File: src/rtl/tt_sweep_capture.sv
// Sweeps every input minterm of a combinational netlist, captures its output truth table, and compares it against an expected table.
// done is pulsed 2**NUM_PI*(SETTLE_CYCLES+1)+1 edges after start is accepted; all outputs are registered.
// start is accepted only in IDLE, never queued; abort cancels a running sweep at the next edge.
module tt_sweep_capture #(
  parameter int NUM_PI        = 4,
  parameter int SETTLE_CYCLES = 1
) (
  input  logic                 clk,
  input  logic                 rst_n,
  input  logic                 start,
  input  logic                 abort,
  input  logic [2**NUM_PI-1:0] expected,
  output logic [NUM_PI-1:0]    pi,
  input  logic                 po,
  output logic                 busy,
  output logic                 done,
  output logic [2**NUM_PI-1:0] tt,
  output logic                 match,
  output logic [NUM_PI:0]      mismatch_count,
  output logic [NUM_PI-1:0]    first_fail,
  output logic                 first_fail_valid
);

  localparam int W  = 2**NUM_PI;
  localparam int CW = (SETTLE_CYCLES > 1) ? $clog2(SETTLE_CYCLES) : 1;
  localparam logic [CW-1:0]     CNT_LAST = CW'((SETTLE_CYCLES > 0) ? SETTLE_CYCLES - 1 : 0);
  localparam logic [NUM_PI-1:0] PI_LAST  = '1;

  typedef enum logic [1:0] {IDLE, DRIVE, SAMPLE, DONE} state_t;

  // With no settle time the sweep goes straight from one sample to the next.
  localparam state_t STEP = (SETTLE_CYCLES == 0) ? SAMPLE : DRIVE;

  state_t          state_q, state_nxt;
  logic [CW-1:0]   cnt_q;
  logic [W-1:0]    exp_q;
  logic            accept, sample, cancel, finish;

  // State register.
  always_ff @(posedge clk or negedge rst_n) begin
    if (!rst_n) state_q <= IDLE;
    else        state_q <= state_nxt;
  end

  // Next-state logic and one-hot action strobes for the datapath.
  always_comb begin
    state_nxt = state_q;
    accept    = 1'b0;
    sample    = 1'b0;
    cancel    = 1'b0;
    finish    = 1'b0;
    case (state_q)
      IDLE: begin
        // abort beats a simultaneous start
        if (start && !abort) begin
          accept    = 1'b1;
          state_nxt = STEP;
        end
      end
      DRIVE: begin
        if (abort) begin
          cancel    = 1'b1;
          state_nxt = IDLE;
        end else if (cnt_q == CNT_LAST) begin
          state_nxt = SAMPLE;
        end
      end
      SAMPLE: begin
        // an abort here drops the pending sample of the current minterm
        if (abort) begin
          cancel    = 1'b1;
          state_nxt = IDLE;
        end else begin
          sample    = 1'b1;
          state_nxt = (pi == PI_LAST) ? DONE : STEP;
        end
      end
      DONE: begin
        finish    = 1'b1;
        state_nxt = IDLE;
      end
      default: state_nxt = IDLE;
    endcase
  end

  // Settle counter: runs only while staying in DRIVE, restarts on every entry.
  always_ff @(posedge clk or negedge rst_n) begin
    if (!rst_n)                                     cnt_q <= '0;
    else if (state_q == DRIVE && state_nxt == DRIVE) cnt_q <= cnt_q + CW'(1);
    else                                            cnt_q <= '0;
  end

  // Registered outputs: minterm drive, capture, mismatch bookkeeping and result flags.
  always_ff @(posedge clk or negedge rst_n) begin
    if (!rst_n) begin
      pi               <= '0;
      busy             <= 1'b0;
      done             <= 1'b0;
      tt               <= '0;
      match            <= 1'b0;
      mismatch_count   <= '0;
      first_fail       <= '0;
      first_fail_valid <= 1'b0;
      exp_q            <= '0;
    end else begin
      busy <= (state_nxt == DRIVE) || (state_nxt == SAMPLE);
      done <= finish;
      if (accept) begin
        exp_q            <= expected;
        tt               <= '0;
        mismatch_count   <= '0;
        first_fail       <= '0;
        first_fail_valid <= 1'b0;
        match            <= 1'b0;
        pi               <= '0;
      end
      if (sample) begin
        tt[pi] <= po;
        if (po != exp_q[pi]) begin
          mismatch_count <= mismatch_count + (NUM_PI+1)'(1);
          if (!first_fail_valid) begin
            first_fail       <= pi;
            first_fail_valid <= 1'b1;
          end
        end
        // the last minterm is left on pi rather than wrapping to 0
        if (pi != PI_LAST) pi <= pi + NUM_PI'(1);
      end
      if (cancel) begin
        pi    <= '0;
        match <= 1'b0;
      end
      if (finish) match <= (mismatch_count == '0);
    end
  end

endmodule
File: config.mk
export PLATFORM = sky130hd
export DESIGN_NAME = tt_sweep_capture
export DESIGN_NICKNAME = d
export VERILOG_FILES = /design/src/rtl/tt_sweep_capture.sv
export SDC_FILE = /design/constraint.sdc
export NUM_CORES = 1
export LEC_CHECK = 0
export CAP_MARGIN = 20
export CORE_ASPECT_RATIO = 1.25
export CORE_UTILIZATION = 63
export CTS_CLUSTER_SIZE = 8
export DETAILED_ROUTE_END_ITERATION = 12
export DONT_BUFFER_PORTS = 1
export PLACE_DENSITY = 0.81
export RECOVER_POWER = 25
export SLEW_MARGIN = 20
export SYNTH_ARGS = -nofsm -noshare
export SYNTH_HDL_FRONTEND = slang
export SYNTH_SLANG_ARGS = --single-unit
File: constraint.sdc
create_clock -name clk -period 2.4 [get_ports clk]
set_input_delay 0.48 -clock clk [delete_from_list [all_inputs] [get_ports clk]]
set_output_delay 0.48 -clock clk [all_outputs]
set_load 0.01 [all_outputs]
==> impl_metrics.json, run 1 <==
{
  "outcome": "finished clean",
  "first_iter_violations": 174,
  "average_footprint_of_a_synthesized_cell_um2": 9.52,
  "via_count": 2019,
  "synth_top_cell_area_share_pct": 48.5,
  "setup-violations-final": 0,
  "gp_routability_congestion": 0.841,
  "netlist_instances": 282,
  "timing.critical_path.required_ps": 2600,
  "floorplan.die.height_um": 75.0,
  "critical_path.slowest_cell": "dfrtp_2",
  "fp-row-count": 26,
  "route.final.wire_length_um": 5560,
  "slowest_delay_ps": 520,
  "maxCapViolations": 0,
  "grt_setup_unrepaired": "no",
  "ir_worst_vdd_uv": 491,
  "post-route-drc-count": 0,
  "cp_common_cell": "mux2_4",
  "clk_root_buffer_cell": "clkbuf_8",
  "synth_edf_count": 0,
  "critical_path.cell_chain": "mux2i_1 -> mux4_2 -> mux2_4 -> and2_4 -> mux2_4",
  "layout.nets": 314,
  "route.antenna.remaining_nets": 0,
  "period_minus_slack_ps": 2150,
  "total_standard_cell_area_after_synthesis_um2": 2690,
  "clock_power_share_pct": 17.7,
  "p_leak_nw": 1.37,
  "final.period_utilization_pct": 89.7,
  "final_max_tran_viols": 0,
  "worst_slew_pin_slew_ps": 1260,
  "grt_first_pass_wirelength_um": 8910,
  "yosys.cell_types.count": 37,
  "crit_family": "multiplexers",
  "clk_pin_slew_ps": 80,
  "grt_antenna_before_repair": 0,
  "fp.dieArea_um2": 4530,
  "port-buffer-count": 0,
  "total_power_divided_by_cell_area_nw_per_um2": 894,
  "tns_ps": 0,
  "worst_slew_margin_rel_pct": 16.3,
  "cp_num_buf_inv": 0,
  "grt_use_total_pct": 26.7,
  "cts-buffers-inserted": 5,
  "die_width_um": 60.4,
  "cts_num_sinks": 52,
  "p_int_mw": 1.63,
  "detail_route.vias_per_cell": 6.01,
  "synth_top_area_cell": "dfrtp_1",
  "share_seq_of_total_power_pct": 51.1,
  "design.core.area_um2": 4100,
  "post_route_cells_drive_above_1_share_pct": 10.4,
  "n_antenna_cell": 0,
  "syn-num-nets": 314,
  "clkLatencyLatePin_ps": 310,
  "grt_max_degree": 53,
  "swShare_pct": 35.4,
  "postSynth.asyncResetShare_pct": 100,
  "synth_warnings": 0,
  "routed_wire_length_per_instance_um": 16.6,
  "first_pass_iters": 4,
  "synth-seq-area-share_pct": 48.5,
  "first_global_vias": 1870,
  "start_kind": "flip-flop",
  "finalClockSkew_ps": 7.20,
  "synth.ff_latch_count": 52,
  "maxClockFrequency_ghz": 0.464,
  "worst-setup-path-type": "reg -> reg",
  "global_route.overflow_total": 0,
  "dominantRegCellSynth": "dfrtp_1",
  "hold_class": "in -> reg",
  "logic_gate_share_of_total_power_pct": 31.1,
  "synthToLayoutAreaGrowth_pct": 4.99,
  "post_cts.repair.setup_buffers": 0,
  "max-clock-path-buffers": 2,
  "post-dp-hpwl_um": 3870,
  "worst-endpoint-arrival_ps": 2350,
  "crit_path_max_fanout": 13,
  "floorplan.io_pins": 54,
  "critPathCaptureType": "flip-flop",
  "htree_num_levels": 2,
  "netlist_top_cells_count": "82 x nand2_1, 52 x dfrtp_1, 16 x nand4_1, 15 x clkbuf_1, 15 x mux2i_1",
  "tritoncts": "yes",
  "most_common_cell_in_the_synthesized_netlist": "nand2_1",
  "yosys-top-cells-area": "dfrtp_1 48%, nand2_1 11%, mux2i_1 5.6%",
  "start_util_pct": 65.5,
  "hold_slack_ps": 277,
  "finalPower_mw": 2.52,
  "power.net_switching_mw": 0.893,
  "hold_violations": 0
}
==> registers in the layout (all words and copies together) (netlist names) <==
| signal | flops |
|---|---|
| cnt_q | 1 |
| first_fail | 4 |
| tt | 16 |
| match | 1 |
| busy | 1 |
| exp_q | 16 |
| pi | 4 |
| state_q | 2 |
| mismatch_count | 5 |
| first_fail_valid | 1 |
| done | 1 |
==> cell type report <==
type                       instances  area (µm²)
clock buffer                       5        68.8
timing repair buffer              11        80.1
multi-input combinational        202        1260
sequential                        52        1300
fill                             370        1280
tap                               56        70.1
inverter                          10        37.5
==> worst reg2reg max path, cell delays in order (launching register included) <==
cell and delay, ps:
dfrtp_2 520, mux2i_1 180, mux4_2 510, mux2_4 350, and2_4 190, mux2_4 290
==> worst paths after layout <==
path                         startpoint                 to  slack [ps]  cells after the start
setup / recovery                  pi[1]  mismatch_count[1]         250                      5
hold / removal             expected[11]          exp_q[11]         280                      2
setup reg to reg                  pi[1]  mismatch_count[1]         250                      5
hold reg to reg               exp_q[11]          exp_q[11]         480                      2
max in group asynchronous         rst_n              pi[1]        1120                      1
min in group asynchronous         rst_n  mismatch_count[4]         430                      1
==> stage by stage <==
stage                     setup slack [ps]  instance area (µm²)  utilization (%)  cells
after floorplan                        195                 2690                -    282
after detailed placement              88.2                 2740             66.9    330
after global routing                   103                 2820             68.8    336
final                                  247                 2820             68.8    336
after CTS                             80.9                 2840             69.3    336
after global placement                 185                 2740             66.9    330
==> cell families after synthesis <==
group / Yosys count / synth area share (%)
muxes: 20 / 8.90
adders and majority gates: 11 / 5.13
buffers and inverters: 28 / 4.61
and+or+nand+nor: 128 / 21.7
xor gates and xnor gates: 1 / 0.326
DFF: 52 / 48.5
AOI/OAI and AO/OA: 42 / 10.9
==> what timing repair did <==
| item | CTS | global route |
|---|---|---|
| endpoints found under the setup margin | 0 | 2 |
| hold endpoints to repair | 52 | 0 |
| resized for setup | 0 | 1 |
| hold buffers | 1 | 0 |
==> metal layers <==
layer,GRT usage [%],part of all wire [%],up-vias
li1,-,-,976
met1,35.2,43,958
met2,40.9,50,74
met3,7.90,5.6,11
met4,11.6,2.0,0
met5,0,0,-
==> cells in the final DEF, fill, tap and decap left out, types with 2 or more instances in the layout <==
cell / instances
o311ai_0: 4
or2_2: 2
buf_4: 10
nand2_1: 82
or3_1: 2
mux4_2: 2
nor2_1: 6
a31o_2: 3
and3_1: 2
nand4_1: 16
a22oi_1: 4
o211ai_1: 11
a21oi_1: 5
mux2_4: 2
nor3_1: 2
nand3b_1: 2
inv_1: 10
mux2i_1: 15
clkbuf_8: 5
nand3_1: 4
nor2b_1: 3
o22ai_1: 3
nand2b_1: 3
o21ai_0: 8
ha_1: 11
dfrtp_1: 51
==> power by group through the flow <==
| stage | Combinational [mW] | Clock [mW] | Sequential (mW) |
|---|---|---|---|
| after floorplan | 0.646 | 0 | 1.24 |
| after global placement | 0.742 | 0 | 1.30 |
| after detailed placement | 0.765 | 0 | 1.31 |
| after CTS | 0.794 | 0.458 | 1.29 |
| after global routing | 0.888 | 0.495 | 1.32 |
| final | 0.785 | 0.447 | 1.29 |
Note: power is estimated with default switching activity, not from simulation.
==> inputs of run 2 (changes only) <==
--- a/config.mk
+++ b/config.mk
@@ -5,6 +5,7 @@
 export SDC_FILE = /design/constraint.sdc
 export NUM_CORES = 1
 export LEC_CHECK = 0
+export ABC_AREA = 1
 export CAP_MARGIN = 20
 export CORE_ASPECT_RATIO = 1.25
 export CORE_UTILIZATION = 63
==> run 2 against run 1 <==
Global-route usage is 0.87 points lower. Register-to-register slack better by 220 ps. Critical path depth increased by 4. Sequential power hardly changed. Non-clock buffer count shrank 6. Critical endpoint is now busy. Largest cell class unchanged. Highest routed layer unchanged.
==> impl_metrics.json, run 2 <==
{
  "outcome": "finished clean",
  "critPathCaptureType": "flip-flop",
  "route.final.wire_length_um": 5230,
  "hold_class": "in -> reg",
  "hold_violations": 0,
  "critical_path.cell_chain": "inv_1 -> ha_1 -> nand2_2 -> inv_1 -> nand2_1 -> nor2_1 -> o22ai_1 -> ha_1 -> inv_1",
  "synth-seq-area-share_pct": 49.1,
  "die_width_um": 60.0,
  "hold_slack_ps": 297,
  "cp_common_cell": "inv_1",
  "worst_slew_margin_rel_pct": 18.7,
  "hold_depth": 2,
  "rrSetupSlack_ps": 470,
  "grt_max_degree": 53,
  "first_global_vias": 2021,
  "period_minus_slack_ps": 1930,
  "cts-buffers-inserted": 5,
  "mostFrequentLayoutCell": "nand2_1",
  "layout.nets": 365,
  "design.core.area_um2": 4070,
  "ir_worst_vdd_uv": 668,
  "route.antenna.remaining_nets": 0,
  "total_standard_cell_area_after_synthesis_um2": 2650,
  "max-clock-path-buffers": 2,
  "floorplan.die.height_um": 74.5,
  "tritoncts": "yes",
  "grt_use_total_pct": 25.9,
  "rr_endpoint": "busy",
  "yosys.cell_types.count": 27,
  "finalClockSkew_ps": 7.04,
  "via_count": 2120,
  "hold_buffers": 1,
  "postSynth.asyncResetShare_pct": 100,
  "average_footprint_of_a_synthesized_cell_um2": 8.01,
  "global_route.overflow_total": 0,
  "final.period_utilization_pct": 80.5,
  "maxClockFrequency_ghz": 0.517,
  "min-delay-start": "expected[6]",
  "n_antenna_cell": 0,
  "grt_setup_unrepaired": "no",
  "post_cts.repair.setup_buffers": 0,
  "total_power_divided_by_cell_area_nw_per_um2": 1030,
  "fp.dieArea_um2": 4470,
  "clk_root_buffer_cell": "clkbuf_8",
  "min_to": "exp_q[6]",
  "clkLatencyLatePin_ps": 300,
  "biggest_regs": "exp_q (16), tt (16), mismatch_count (5)",
  "tns_ps": 0,
  "synth_edf_count": 0,
  "grt_first_pass_wirelength_um": 8560,
  "critical_path.slowest_cell": "dfrtp_1",
  "start_util_pct": 65.2,
  "crit_path_max_fanout": 9,
  "netlist_top_cells_count": "101 x nand2_1, 52 x dfrtp_1, 47 x inv_1, 37 x o21ai_0, 35 x nand3_1",
  "detail_route.vias_per_cell": 5.44,
  "cts_num_sinks": 52,
  "netlist_instances": 331,
  "port-buffer-count": 0,
  "fp-row-count": 26,
  "worst-setup-path-type": "reg -> reg",
  "floorplan.io_pins": 54,
  "start_kind": "flip-flop",
  "maxCapViolations": 0,
  "synth_warnings": 0,
  "cp-startpoint": "state_q[0]",
  "htree_num_levels": 2,
  "layout_common_cells": "101 x nand2_1, 52 x dfrtp_1, 47 x inv_1, 37 x o21ai_0, 35 x nand3_1",
  "slowest_delay_ps": 420,
  "gp_routability_congestion": 0.877,
  "cts-resized-gates": 0,
  "post-route-drc-count": 0,
  "routed_wire_length_per_instance_um": 13.4,
  "setup-violations-final": 0,
  "synthToLayoutAreaGrowth_pct": 5.38,
  "syn-num-nets": 363,
  "timing.critical_path.required_ps": 2600,
  "post_route_cells_drive_above_1_share_pct": 6.29,
  "final_max_tran_viols": 0,
  "post-dp-hpwl_um": 3830,
  "worst-endpoint-arrival_ps": 2140,
  "synth.ff_latch_count": 52,
  "dominantRegCellSynth": "dfrtp_1",
  "first_iter_violations": 144,
  "worst_slew_pin_slew_ps": 1220,
  "synth_top_cell_area_share_pct": 49.1,
  "p_leak_nw": 1.45,
  "most_common_cell_in_the_synthesized_netlist": "nand2_1",
  "grt_antenna_before_repair": 0,
  "clk_pin_slew_ps": 80,
  "reg2reg_depth": 9,
  "yosys-top-cells-area": "dfrtp_1 49%, nand2_1 14%, o21ai_0 7.0%",
  "synth_top_area_cell": "dfrtp_1",
  "first_pass_iters": 4,
  "r2r-start": "state_q[0]"
}
run 2: changes by cell type after synthesis, moves of 10 or more:
cell / previous run / this run
clkbuf_1: 15 / 5
inv_1: 10 / 47
mux2i_1: 15 / 0
nand2_1: 82 / 101
nand3_1: 4 / 35
nand4_1: 16 / 1
o211ai_1: 11 / 0
o21ai_0: 8 / 37
run 2: worst max-delay path by stage:
| stage | end | slack, ps | cells past startpoint |
|---|---|---|---|
| 2_1_floorplan | busy | 690 | 9 |
| 3_3_place_gp | busy | 560 | 9 |
| 3_5_place_dp | busy | 500 | 9 |
| 4_1_cts | busy | 480 | 9 |
| 5_1_grt | busy | 260 | 9 |
| 6_report | busy | 470 | 9 |
run 2: logic make-up after synthesis:
| group | share of synthesized area, % |
|---|---|
| and+or+nand+nor | 25.8 |
| buffers and inverters | 8.73 |
| DFF | 49.1 |
| AOI/OAI and AO/OA | 10.2 |
| adders and majority gates | 5.19 |
| xor gates and xnor gates | 0.992 |
run 2: routing by layer:
metal	routed length [µm]	track usage [%]	part of all wire [%]
met3	304	5.91	5.8
met5	0	0	0
met1	2180	30.8	42
met2	2660	44.9	51
met4	77	10.1	1.5
run 2: power breakdown:
group          internal [mW]  switching, mW
clock network          0.230          0.268
logic                  0.350          0.717
registers               1.13          0.176
run 2: layout make-up:
cell class              count  area, µm²
clock buffers               6       82.6
clock inverters             2       10.0
fillers                   349       1270
inverters                  47        176
multi-input cells         222       1120
flip-flops and latches     52       1300
well taps                  56       70.1
repair buffers              5       35.0
run 2: per-stage QoR:
stage	power [mW]	util (%)	instances	cell area, µm²	setup WS (ps)
floorplan	2.14	-	331	2650	688
global placement	2.33	66.3	381	2700	556
detailed placement	2.38	66.3	381	2700	498
CTS	2.89	69.2	390	2820	482
global route	3.12	68.7	390	2790	262
finish	2.87	68.7	390	2790	467
run 2: worst max-delay path: cells and delay by family (launching register included):
| family | cells | cell delay, ps |
|---|---|---|
| AOI/OAI and AO/OA | 1 | 130 |
| adders and majority gates | 2 | 450 |
| buffers and inverters | 3 | 360 |
| DFF | 1 | 420 |
| and+or+nand+nor | 3 | 470 |
